--- src/rtl/vec_mem_bridge.sv ---
// ----------------------------------------------------------------------------
// vec_mem_bridge
//   Buffers vector LSU load/store requests in a small FIFO and issues them on a
//   valid/ready memory bus. At most MAX_OUTST requests are in flight. In-order
//   responses come back to the LSU as a registered load-data pulse or a
//   store-done pulse.
//
// Ports
//   clk, reset          clock, asynchronous active-low reset
//   lsu2mem_addr        request address
//   ld_req / st_req     load / store request (both high -> stored as a store and flagged)
//   lsu2mem_data        store data
//   wr_strobe           store byte enables
//   lsu_ready           bridge can accept a request this cycle (FIFO not full)
//   mem2lsu_data        last load data; holds between pulses
//   mem2lsu_valid       1-cycle pulse, mem2lsu_data valid
//   st_done             1-cycle pulse, store acknowledged
//   mem_req_*           memory request channel, driven from the FIFO head
//   mem_rsp_valid/rdata in-order response; always accepted
//   bridge_err          1-cycle pulse on protocol error
//   idle                FIFO empty and nothing outstanding
//
// Optional feature
//   VEC_MEM_BRIDGE_ALIGN_CHECK_EN: when defined, a request whose address is not
//   aligned to the data bus width is consumed, dropped and flagged on bridge_err.
// ----------------------------------------------------------------------------
module vec_mem_bridge #(
    parameter int ADDR_W    = 32,
    parameter int DATA_W    = 128,
    parameter int REQ_DEPTH = 4,
    parameter int MAX_OUTST = 4
) (
    input  logic                  clk,
    input  logic                  reset,
    input  logic [ADDR_W-1:0]     lsu2mem_addr,
    input  logic                  ld_req,
    input  logic                  st_req,
    input  logic [DATA_W-1:0]     lsu2mem_data,
    input  logic [DATA_W/8-1:0]   wr_strobe,
    output logic                  lsu_ready,
    output logic [DATA_W-1:0]     mem2lsu_data,
    output logic                  mem2lsu_valid,
    output logic                  st_done,
    output logic                  mem_req_valid,
    input  logic                  mem_req_ready,
    output logic                  mem_req_we,
    output logic [ADDR_W-1:0]     mem_req_addr,
    output logic [DATA_W-1:0]     mem_req_wdata,
    output logic [DATA_W/8-1:0]   mem_req_strb,
    input  logic                  mem_rsp_valid,
    input  logic [DATA_W-1:0]     mem_rsp_rdata,
    output logic                  bridge_err,
    output logic                  idle
);

    localparam int STRB_W = DATA_W / 8;
    localparam int IDX_W  = $clog2(REQ_DEPTH);
    localparam int PTR_W  = IDX_W + 1;
    localparam int TAG_IW = (MAX_OUTST > 1) ? $clog2(MAX_OUTST) : 1;
    localparam int CNT_W  = $clog2(MAX_OUTST + 1);

    typedef struct packed {
        logic              we;
        logic [ADDR_W-1:0] addr;
        logic [DATA_W-1:0] wdata;
        logic [STRB_W-1:0] strb;
    } req_t;

    // Storage
    req_t        fifo_mem [REQ_DEPTH];
    logic        tag_mem  [MAX_OUTST];   // 1 = store, 0 = load, in issue order

    logic [PTR_W-1:0]  wr_ptr_q, wr_ptr_d, rd_ptr_q, rd_ptr_d;
    logic [TAG_IW-1:0] tag_wr_q, tag_wr_d, tag_rd_q, tag_rd_d;
    logic [CNT_W-1:0]  outst_q, outst_d;
    logic [DATA_W-1:0] ld_data_q, ld_data_d;
    logic              ld_valid_q, ld_valid_d;
    logic              st_done_q, st_done_d;
    logic              err_q, err_d;

    logic fifo_empty, fifo_full, accept, push, issue, rsp_ok, misaligned;
    req_t head, new_entry;

    function automatic logic [TAG_IW-1:0] next_tag(input logic [TAG_IW-1:0] idx);
        return (idx == TAG_IW'(MAX_OUTST - 1)) ? '0 : idx + 1'b1;
    endfunction

    assign fifo_empty = (wr_ptr_q == rd_ptr_q);
    assign fifo_full  = (wr_ptr_q[PTR_W-1] != rd_ptr_q[PTR_W-1]) &&
                        (wr_ptr_q[IDX_W-1:0] == rd_ptr_q[IDX_W-1:0]);

    assign lsu_ready = !fifo_full;
    assign idle      = fifo_empty && (outst_q == '0);
    assign accept    = (ld_req || st_req) && lsu_ready;

`ifdef VEC_MEM_BRIDGE_ALIGN_CHECK_EN
    localparam int OFF_W = (STRB_W > 1) ? $clog2(STRB_W) : 1;
    assign misaligned = (STRB_W > 1) && accept && (lsu2mem_addr[OFF_W-1:0] != '0);
`else
    assign misaligned = 1'b0;
`endif

    assign push = accept && !misaligned;

    // A simultaneous ld_req/st_req is treated as a store; loads carry no byte enables.
    assign new_entry.we    = st_req;
    assign new_entry.addr  = lsu2mem_addr;
    assign new_entry.wdata = lsu2mem_data;
    assign new_entry.strb  = st_req ? wr_strobe : '0;

    // Issue side: the head stays put until the handshake, so the bus sees a stable request.
    assign head          = fifo_mem[rd_ptr_q[IDX_W-1:0]];
    assign mem_req_valid = !fifo_empty && (outst_q < CNT_W'(MAX_OUTST));
    assign mem_req_we    = mem_req_valid && head.we;
    assign mem_req_addr  = mem_req_valid ? head.addr  : '0;
    assign mem_req_wdata = mem_req_valid ? head.wdata : '0;
    assign mem_req_strb  = mem_req_valid ? head.strb  : '0;

    assign issue  = mem_req_valid && mem_req_ready;
    assign rsp_ok = mem_rsp_valid && (outst_q != '0);

    always_comb begin
        // NOTE: every variable gets a default before any branch, so no latch can be inferred.
        wr_ptr_d   = wr_ptr_q;
        rd_ptr_d   = rd_ptr_q;
        tag_wr_d   = tag_wr_q;
        tag_rd_d   = tag_rd_q;
        outst_d    = outst_q;
        ld_data_d  = ld_data_q;
        ld_valid_d = 1'b0;
        st_done_d  = 1'b0;

        if (push) wr_ptr_d = wr_ptr_q + PTR_W'(1);
        if (issue) begin
            rd_ptr_d = rd_ptr_q + PTR_W'(1);
            tag_wr_d = next_tag(tag_wr_q);
        end
        if (rsp_ok) begin
            tag_rd_d = next_tag(tag_rd_q);
            if (tag_mem[tag_rd_q]) begin
                st_done_d = 1'b1;
            end else begin
                ld_valid_d = 1'b1;
                ld_data_d  = mem_rsp_rdata;
            end
        end

        // Issue and response in the same cycle leave the count unchanged.
        unique case ({issue, rsp_ok})
            2'b10:   outst_d = outst_q + CNT_W'(1);
            2'b01:   outst_d = outst_q - CNT_W'(1);
            default: outst_d = outst_q;
        endcase

        err_d = (accept && ld_req && st_req) || misaligned || (mem_rsp_valid && (outst_q == '0));
    end

    // NOTE: storage arrays are not reset; the cleared pointers alone mark every entry invalid.
    always_ff @(posedge clk) begin
        if (push)  fifo_mem[wr_ptr_q[IDX_W-1:0]] <= new_entry;
        if (issue) tag_mem[tag_wr_q]             <= head.we;
    end

    // NOTE: state updates use non-blocking assignments so all registers sample the same pre-edge values.
    always_ff @(posedge clk or negedge reset) begin
        if (!reset) begin
            wr_ptr_q   <= '0;
            rd_ptr_q   <= '0;
            tag_wr_q   <= '0;
            tag_rd_q   <= '0;
            outst_q    <= '0;
            ld_data_q  <= '0;
            ld_valid_q <= 1'b0;
            st_done_q  <= 1'b0;
            err_q      <= 1'b0;
        end else begin
            wr_ptr_q   <= wr_ptr_d;
            rd_ptr_q   <= rd_ptr_d;
            tag_wr_q   <= tag_wr_d;
            tag_rd_q   <= tag_rd_d;
            outst_q    <= outst_d;
            ld_data_q  <= ld_data_d;
            ld_valid_q <= ld_valid_d;
            st_done_q  <= st_done_d;
            err_q      <= err_d;
        end
    end

    assign mem2lsu_data  = ld_data_q;
    assign mem2lsu_valid = ld_valid_q;
    assign st_done       = st_done_q;
    assign bridge_err    = err_q;

endmodule

--- config.mk ---
export PLATFORM = sky130hd
export DESIGN_NAME = vec_mem_bridge
export DESIGN_NICKNAME = d
export VERILOG_FILES = /design/src/rtl/vec_mem_bridge.sv
export SDC_FILE = /design/constraint.sdc
export NUM_CORES = 1
export LEC_CHECK = 0
export BUFFER_PORTS_ARGS = -buffer_cell sky130_fd_sc_hd__buf_2
export CORE_MARGIN = 1.5
export CORE_UTILIZATION = 50
export DETAILED_ROUTE_END_ITERATION = 6
export GPL_TIMING_DRIVEN = 0
export PLACE_DENSITY = 0.83
export SLEW_MARGIN = 10
export SYNTH_ARGS = -nofsm -noshare
export SYNTH_HDL_FRONTEND = slang
export SYNTH_SLANG_ARGS = --single-unit
--- constraint.sdc ---
create_clock -name clk -period 5.6 [get_ports clk]
set_clock_uncertainty 0.2 [all_clocks]
set_input_delay 0.28 -clock clk [delete_from_list [all_inputs] [get_ports clk]]
set_output_delay 0.28 -clock clk [all_outputs]
set_load 0.05 [all_outputs]
==> impl_metrics.yaml, run 1 <==
grt:
  grt_pass1_wl_um: 130400
  grt-ovfl-total: 0
  antenna_found_initial: 36
  grt_max_degree: 96
  grt_pass1_vias: 20760
  grt_usage_pct: 26.71
layout:
  layout-drive-gt1-share_pct: 38.82
  n_fill_cell: 4021
  final_cells: 3484
  area_growth_syn_to_layout_pct: 31.86
  regArea_um2: 24980
  stdcell_area_um2: 43030
  finalNetCount: 2852
  multi_input_area_um2: 7191
placed_design:
  hpwl_um: 56980
  place.gp.congestion: 0.9898
  placed_cell_area_um2: 37110
  placed_cells: 2984
  numPortBuffers: 620
yosys:
  yosys.area_share.simple_pct: 4.014
  yosys.area.top_type: "edfxtp_1"
  yosys_warnings: 0
  synth_top_family_by_area: "multiplexers"
  syn_area_um2: 32640
  synth_top_cell_area_share_pct: 65.51
  synth_compound_area_share_pct: 0.2607
  synth_flop_cell: "edfxtp_1"
  ys_seq_area_share_pct: 76.55
  synthCells: 1498
  synth_xor_area_share_pct: 0.3489
  ys_ff_latch: 856
  avgSynthCellArea_um2: 21.79
  synth_common_cells: "edfxtp_1, and2_1, mux4_2, dfrtp_1, mux2_1"
  ys_top_cells_by_area: "edfxtp_1, mux4_2, dfrtp_1, and2_1, mux2_1"
  synth_fa_ha_area_share_pct: 0.4831
  synth_edf_count: 712
  yosysMostFrequentCell: "edfxtp_1"
  async_flop_share_pct: 16.82
  syn_nets: 1820
  synth.distinct_cells: 32
  muxShareOfSynthArea_pct: 16.90
setup_path:
  critical_path_class: "register to output pin"
  startpoint_type: "register"
  slowest_delay_ps: 620
  cp.required_ps: 5120
  crit_slowest_cell: "buf_2"
  worstPathMaxFanout: 10
  cp-end-kind: "output pin"
  cpMostUsedCell: "buf_2"
  cp_cell_sequence: "buf_4 > xnor2_1 > a31oi_2 > buf_2 > clkbuf_1 > and2_1 > buf_2"
  cp.arrival_ps: 3610
timing:
  min_period_ps: 4086
  max-slew-margin-rel_pct: 42.27
  period_share_pct: 72.97
  hold_viol: 0
  fmax_mhz: 244.7
  fin_tns_setup_ps: 0
  maxSlewViolCount: 0
  tightest_slew_ps: 866.0
  finalSetupViolations: 0
  rsz0062_at_grt: "false"
route:
  m1WireLength_um: 29820
  route.met3.wl_um: 7380
  drt.antenna.violating_nets: 0
  wl_per_cell_um: 25.90
  dr_total_vias: 18880
  finalWirelength_um: 90240
  drt_first_pass_iters: 5
  drc_errors: 0
  via_per_inst: 5.418
  top_layer: "met5"
  wl_met2_um: 47380
  first_iter_violations: 1425
cts:
  cts_tree: "yes"
  clk_pin_slew_ps: 60
  cts-buffers-inserted: 86
  clkLatencyLatePin_ps: 620
  h-tree-depth: 3
  post-cts-setup-buffer-count: 0
  clock_path_buffers: 3
  cts_hold_buffers: 313
  cts.repair.resized: 0
  root_buffer: "clkbuf_16"
  clock_sinks: 856
run:
  cap_violations: 0
hold_path:
  hold_path.class: "primary input to register"
floorplan:
  placementRows: 93
  core_um2: 64460
  dieArea_um2: 66810
  die_h_um: 258.5
  start_util_pct: 50.63
  io_pins: 621
  die_x_um: 258.5
status:
  status: "finished clean"
## cell usage in the layout, fill, tap and decap left out, drive strengths merged, types with 2 or more instances in the layout
cell type	netlist	routed
xor2	5	5
edfxtp	712	712
bufinv	0	5
mux4	178	178
a31oi	2	2
nor3	2	2
clkinv	0	26
inv	12	19
dlygate4sd3	0	312
and2	200	200
nor2b	2	2
buf	40	672
ha	11	11
mux2	133	133
clkinvlp	0	2
diode	0	30
dfrtp	144	144
xnor2	8	8
clkbuf	35	152
nor2	4	4
## area by class of cell
type / count / area share [%]
inverter: 12 / 0.1221
timing repair buffer: 944 / 15.19
buffer: 75 / 0.9856
clock inverter: 40 / 0.9129
clock buffer: 117 / 5.364
sequential: 856 / 58.06
tap: 855 / 2.486
multi-input combinational: 555 / 16.71
antenna: 30 / 0.1744
## worst max-delay path: cells and delay by family (launching register included)
kind	cells	cell delay, ps
flops	1	390
xor+xnor	1	210
simple gates	1	200
compound gates	1	550
buf+inv	4	1610
## metrics by stage
step / utilization (%) / setup WS, ps / hold slack, ps
4_1_cts: 66.64 / 1428 / 161.5
3_3_place_gp: 57.11 / -2287 / 262.3
3_5_place_dp: 57.57 / 2134 / 51.97
2_1_floorplan: - / 381.3 / -215.6
6_report: 66.76 / 1514 / 201.6
5_1_grt: 66.74 / 1365 / 189.4
## registers in the layout, indices dropped and copies added (netlist names)
signal and count:
st_done 1, tag_mem 4, outst_q 3, tag_wr_q 2, mem2lsu_valid 1, rd_ptr_q 3
tag_rd_q 2, fifo_mem 708, mem2lsu_data 128, bridge_err 1, wr_ptr_q 3
## logic make-up after synthesis
group / Yosys count
DFF: 856
adders and majority gates: 12
xor gates and xnor gates: 13
and+or+nand+nor: 210
AOI/OAI and AO/OA: 8
muxes: 312
buffers and inverters: 87
## worst paths after layout
kind                                                from                       endpoint  slack [ps]  cells past startpoint
setup / recovery                 rd_ptr_q[0]$_DFFE_PN0P_             mem_req_wdata[100]        1510                      7
hold / removal                          lsu2mem_addr[21]     fifo_mem[0][165]$_DFFE_PP_         200                      2
setup reg to reg                 rd_ptr_q[1]$_DFFE_PN0P_     fifo_mem[1][113]$_DFFE_PP_        2350                      6
hold reg to reg            mem2lsu_data[121]$_DFFE_PN0P_  mem2lsu_data[121]$_DFFE_PN0P_         280                      1
max in group asynchronous                          reset   mem2lsu_data[80]$_DFFE_PN0P_        4080                      4
min in group asynchronous                          reset   mem2lsu_data[38]$_DFFE_PN0P_         450                      3
## metal layers
metal  GRT usage [%]  vias to the layer above
met1           28.23                     9605
met3           7.668                      250
met4           15.71                        4
li1                -                     8068
met5               0                        -
met2           47.43                      951
Power of run 1 is left out: the tool's default activity adds up to more than one toggle a clock period on the data nets, which glitch-free logic cannot reach.
==> run 2, diff against run 1 <==
--- a/config.mk
+++ b/config.mk
@@ -5,6 +5,7 @@
 export SDC_FILE = /design/constraint.sdc
 export NUM_CORES = 1
 export LEC_CHECK = 0
+export ABC_AREA = 1
 export BUFFER_PORTS_ARGS = -buffer_cell sky130_fd_sc_hd__buf_2
 export CORE_MARGIN = 1.5
 export CORE_UTILIZATION = 50
==> constraint.sdc (replaced) <==
create_clock -name clk -period 3.35 [get_ports clk]
set_clock_uncertainty 0.2 [all_clocks]
set_input_delay 0.1675 -clock clk [delete_from_list [all_inputs] [get_ports clk]]
set_output_delay 0.1675 -clock clk [all_outputs]
set_load 0.05 [all_outputs]
==> impl_metrics.yaml, run 2 <==
cts:
  clk_pin_slew_ps: 60
  root_buffer: "clkbuf_16"
  h-tree-depth: 3
  clkLatencyLatePin_ps: 630
  cts-buffers-inserted: 86
  clock_path_buffers: 3
  clock_sinks: 856
  cts_tree: "yes"
  post-cts-setup-buffer-count: 0
route:
  wl_per_cell_um: 24.41
  drc_errors: 0
  dr_total_vias: 27760
  drt.antenna.violating_nets: 0
  drt_first_pass_iters: 6
  via_per_inst: 5.754
  finalWirelength_um: 117800
  first_iter_violations: 3572
yosys:
  synth_top_family_by_area: "simple AND/OR/NAND/NOR gates"
  avgSynthCellArea_um2: 12.09
  synth_flop_cell: "edfxtp_1"
  ys_top_cells_by_area: "edfxtp_1, dfrtp_1, nor2_1, o21ai_0, nand2_1"
  yosys_warnings: 0
  syn_nets: 3116
  synth_top_cell_area_share_pct: 63.28
  yosys.area_share.simple_pct: 13.27
  yosys.area.top_type: "edfxtp_1"
  ys_seq_area_share_pct: 73.94
  synth_edf_count: 712
  ys_ff_latch: 856
  synthCells: 2794
  yosysMostFrequentCell: "nor2_1"
  synth_compound_area_share_pct: 9.191
  synth_xor_area_share_pct: 0.1037
  synth_common_cells: "nor2_1, edfxtp_1, nand2_1, o21ai_0, dfrtp_1"
  synth.distinct_cells: 29
  syn_area_um2: 33790
  muxShareOfSynthArea_pct: 0
  async_flop_share_pct: 16.82
  synth_fa_ha_area_share_pct: 0.4666
setup_path:
  reg2regPathDepth: 12
  endpoint: "mem_req_wdata[9]"
  cpMostUsedCell: "buf_2"
  timing.rr.start: "rd_ptr_q[1]$_DFFE_PN0P_"
  crit_slowest_cell: "buf_1"
  cp_cell_sequence: "buf_6 > inv_4 > buf_2 > buf_1 > o21ai_0 > a21oi_1 > buf_2"
  startpoint: "rd_ptr_q[0]$_DFFE_PN0P_"
  cp.arrival_ps: 2960
  cp-end-kind: "output pin"
  startpoint_type: "register"
  r2r_slack_ps: 260
  worstPathMaxFanout: 10
  cp.required_ps: 2980
  r2r_end: "fifo_mem[2][61]$_DFFE_PP_"
  slowest_delay_ps: 470
  critical_path_class: "register to output pin"
floorplan:
  dieArea_um2: 69150
  placementRows: 95
  core_um2: 67040
  die_x_um: 263.0
  die_h_um: 263.0
  start_util_pct: 50.40
  io_pins: 621
power_and_ir_drop:
  p_total_mw: 52.31
  p_clk_share_pct: 18.9
  max-vdd-ir-drop_mv: 1.001
  p_leak_nw: 18.34
  p_seq_share_pct: 31.6
  powerDensity_nw_per_um2: 1162
  comb_power_share_pct: 49.4
  intPower_mw: 27.01
  p_switching_mw: 25.30
  sw_frac_of_total_pct: 48.36
layout:
  largest_reg_flops: 708
  most-common-layout-cells: "nor2_1, edfxtp_1, buf_2, nand2_1, o21ai_0"
  finalNetCount: 4169
  final_cells: 4825
  layout-drive-gt1-share_pct: 26.72
  area_growth_syn_to_layout_pct: 33.22
  final_common_cell: "nor2_1"
run:
  cap_violations: 0
timing:
  fmax_mhz: 300.3
  hold_viol: 0
  layout_setup_ws_ps: 19.83
  tightest_slew_ps: 885.0
  min_period_ps: 3330
  maxSlewViolCount: 0
  max-slew-margin-rel_pct: 40.86
  worst_hold_slack_ps: 48.52
  finalSetupViolations: 0
  period_share_pct: 99.41
  fin_tns_setup_ps: 0
  rsz0062_at_grt: "true"
placed_design:
  placed_cells: 4320
  numPortBuffers: 620
  post-place-ws_ps: 181.8
  place.gp.congestion: 0.9385
  hpwl_um: 69840
grt:
  antenna_found_initial: 36
  grt_max_degree: 115
  grt_pass1_vias: 27210
  grt_pass1_wl_um: 170200
  grt-ovfl-total: 0
  grt_usage_pct: 33.35
status:
  status: "finished clean"
hold_path:
  hold_path.class: "primary input to register"
## run 2: metrics by stage
stage	instance area [µm²]	utilization, %
2_1_floorplan	33900	-
3_3_place_gp	38090	56.82
3_5_place_dp	38860	57.97
4_1_cts	44910	66.99
5_1_grt	44980	67.10
6_report	45010	67.14
## run 2: how the worst min path moves through the flow
| stage | slack, ps | end | startpoint | depth (start not counted) |
|---|---|---|---|---|
| after global routing | 50 | fifo_mem[0][134]$_DFFE_PP_ | lsu2mem_data[118] | 2 |
| final | 50 | mem2lsu_data[8]$_DFFE_PN0P_ | mem_rsp_rdata[8] | 4 |
| after detailed placement | -130 | rd_ptr_q[0]$_DFFE_PN0P_ | reset | 1 |
| after global placement | 160 | mem2lsu_data[34]$_DFFE_PN0P_ | mem_rsp_rdata[34] | 3 |
| after floorplan | -330 | bridge_err$_DFF_PN0_ | reset | 0 |
| after CTS | 20 | mem2lsu_data[21]$_DFFE_PN0P_ | mem_rsp_rdata[21] | 4 |
## run 2: routing by layer
layer / global-route usage [%] / vias to the layer above / share of wire [%]
li1: - / 11740 / -
met2: 55.24 / 2208 / 48
met4: 23.47 / 12 / 8.6
met1: 37.50 / 13190 / 33
met5: 0.6930 / - / 0.080
met3: 9.070 / 614 / 10
## run 2: cells by family after synthesis
kind of cell | after synthesis
compound gates | 538
simple gates | 1175
xor+xnor | 4
buf+inv | 209
fa+ha+maj | 12
flops | 856
## run 2: repair_timing
action / in CTS / in global routing
hold endpoints to repair: 998 / 0
hold buffers: 312 / 0
endpoints found under the setup margin: 4 / 32
resized for setup: 3 / 27
## run 2: area by class of cell
type / instances / area [µm²]
Timing Repair Buffer: 965 / 7004
Fill cell: 4255 / 22030
Inverter: 42 / 162.7
Multi-Input combinational cell: 1729 / 7876
Buffer: 167 / 895.9
Clock buffer: 117 / 2444
Clock inverter: 42 / 467.9
Sequential cell: 856 / 24990
Tap cell: 873 / 1092
Antenna cell: 34 / 85.08
## run 2: worst max-delay path: cells and delay by family (launching register included)
kind            cells  cell delay (ps)
compound gates      2              530
buf+inv             5             1390
flops               1              400
## run 2: power groups by stage
stage / Clock (mW) / Combinational (mW) / Sequential, mW
3_3_place_gp: 0 / 23.2 / 16.8
5_1_grt: 10.3 / 27.0 / 16.7
4_1_cts: 9.81 / 25.0 / 16.3
6_report: 9.91 / 25.9 / 16.5
3_5_place_dp: 0 / 24.5 / 16.5
2_1_floorplan: 0 / 14.1 / 19.2
No activity file was read; power rests on OpenSTA's default activity.
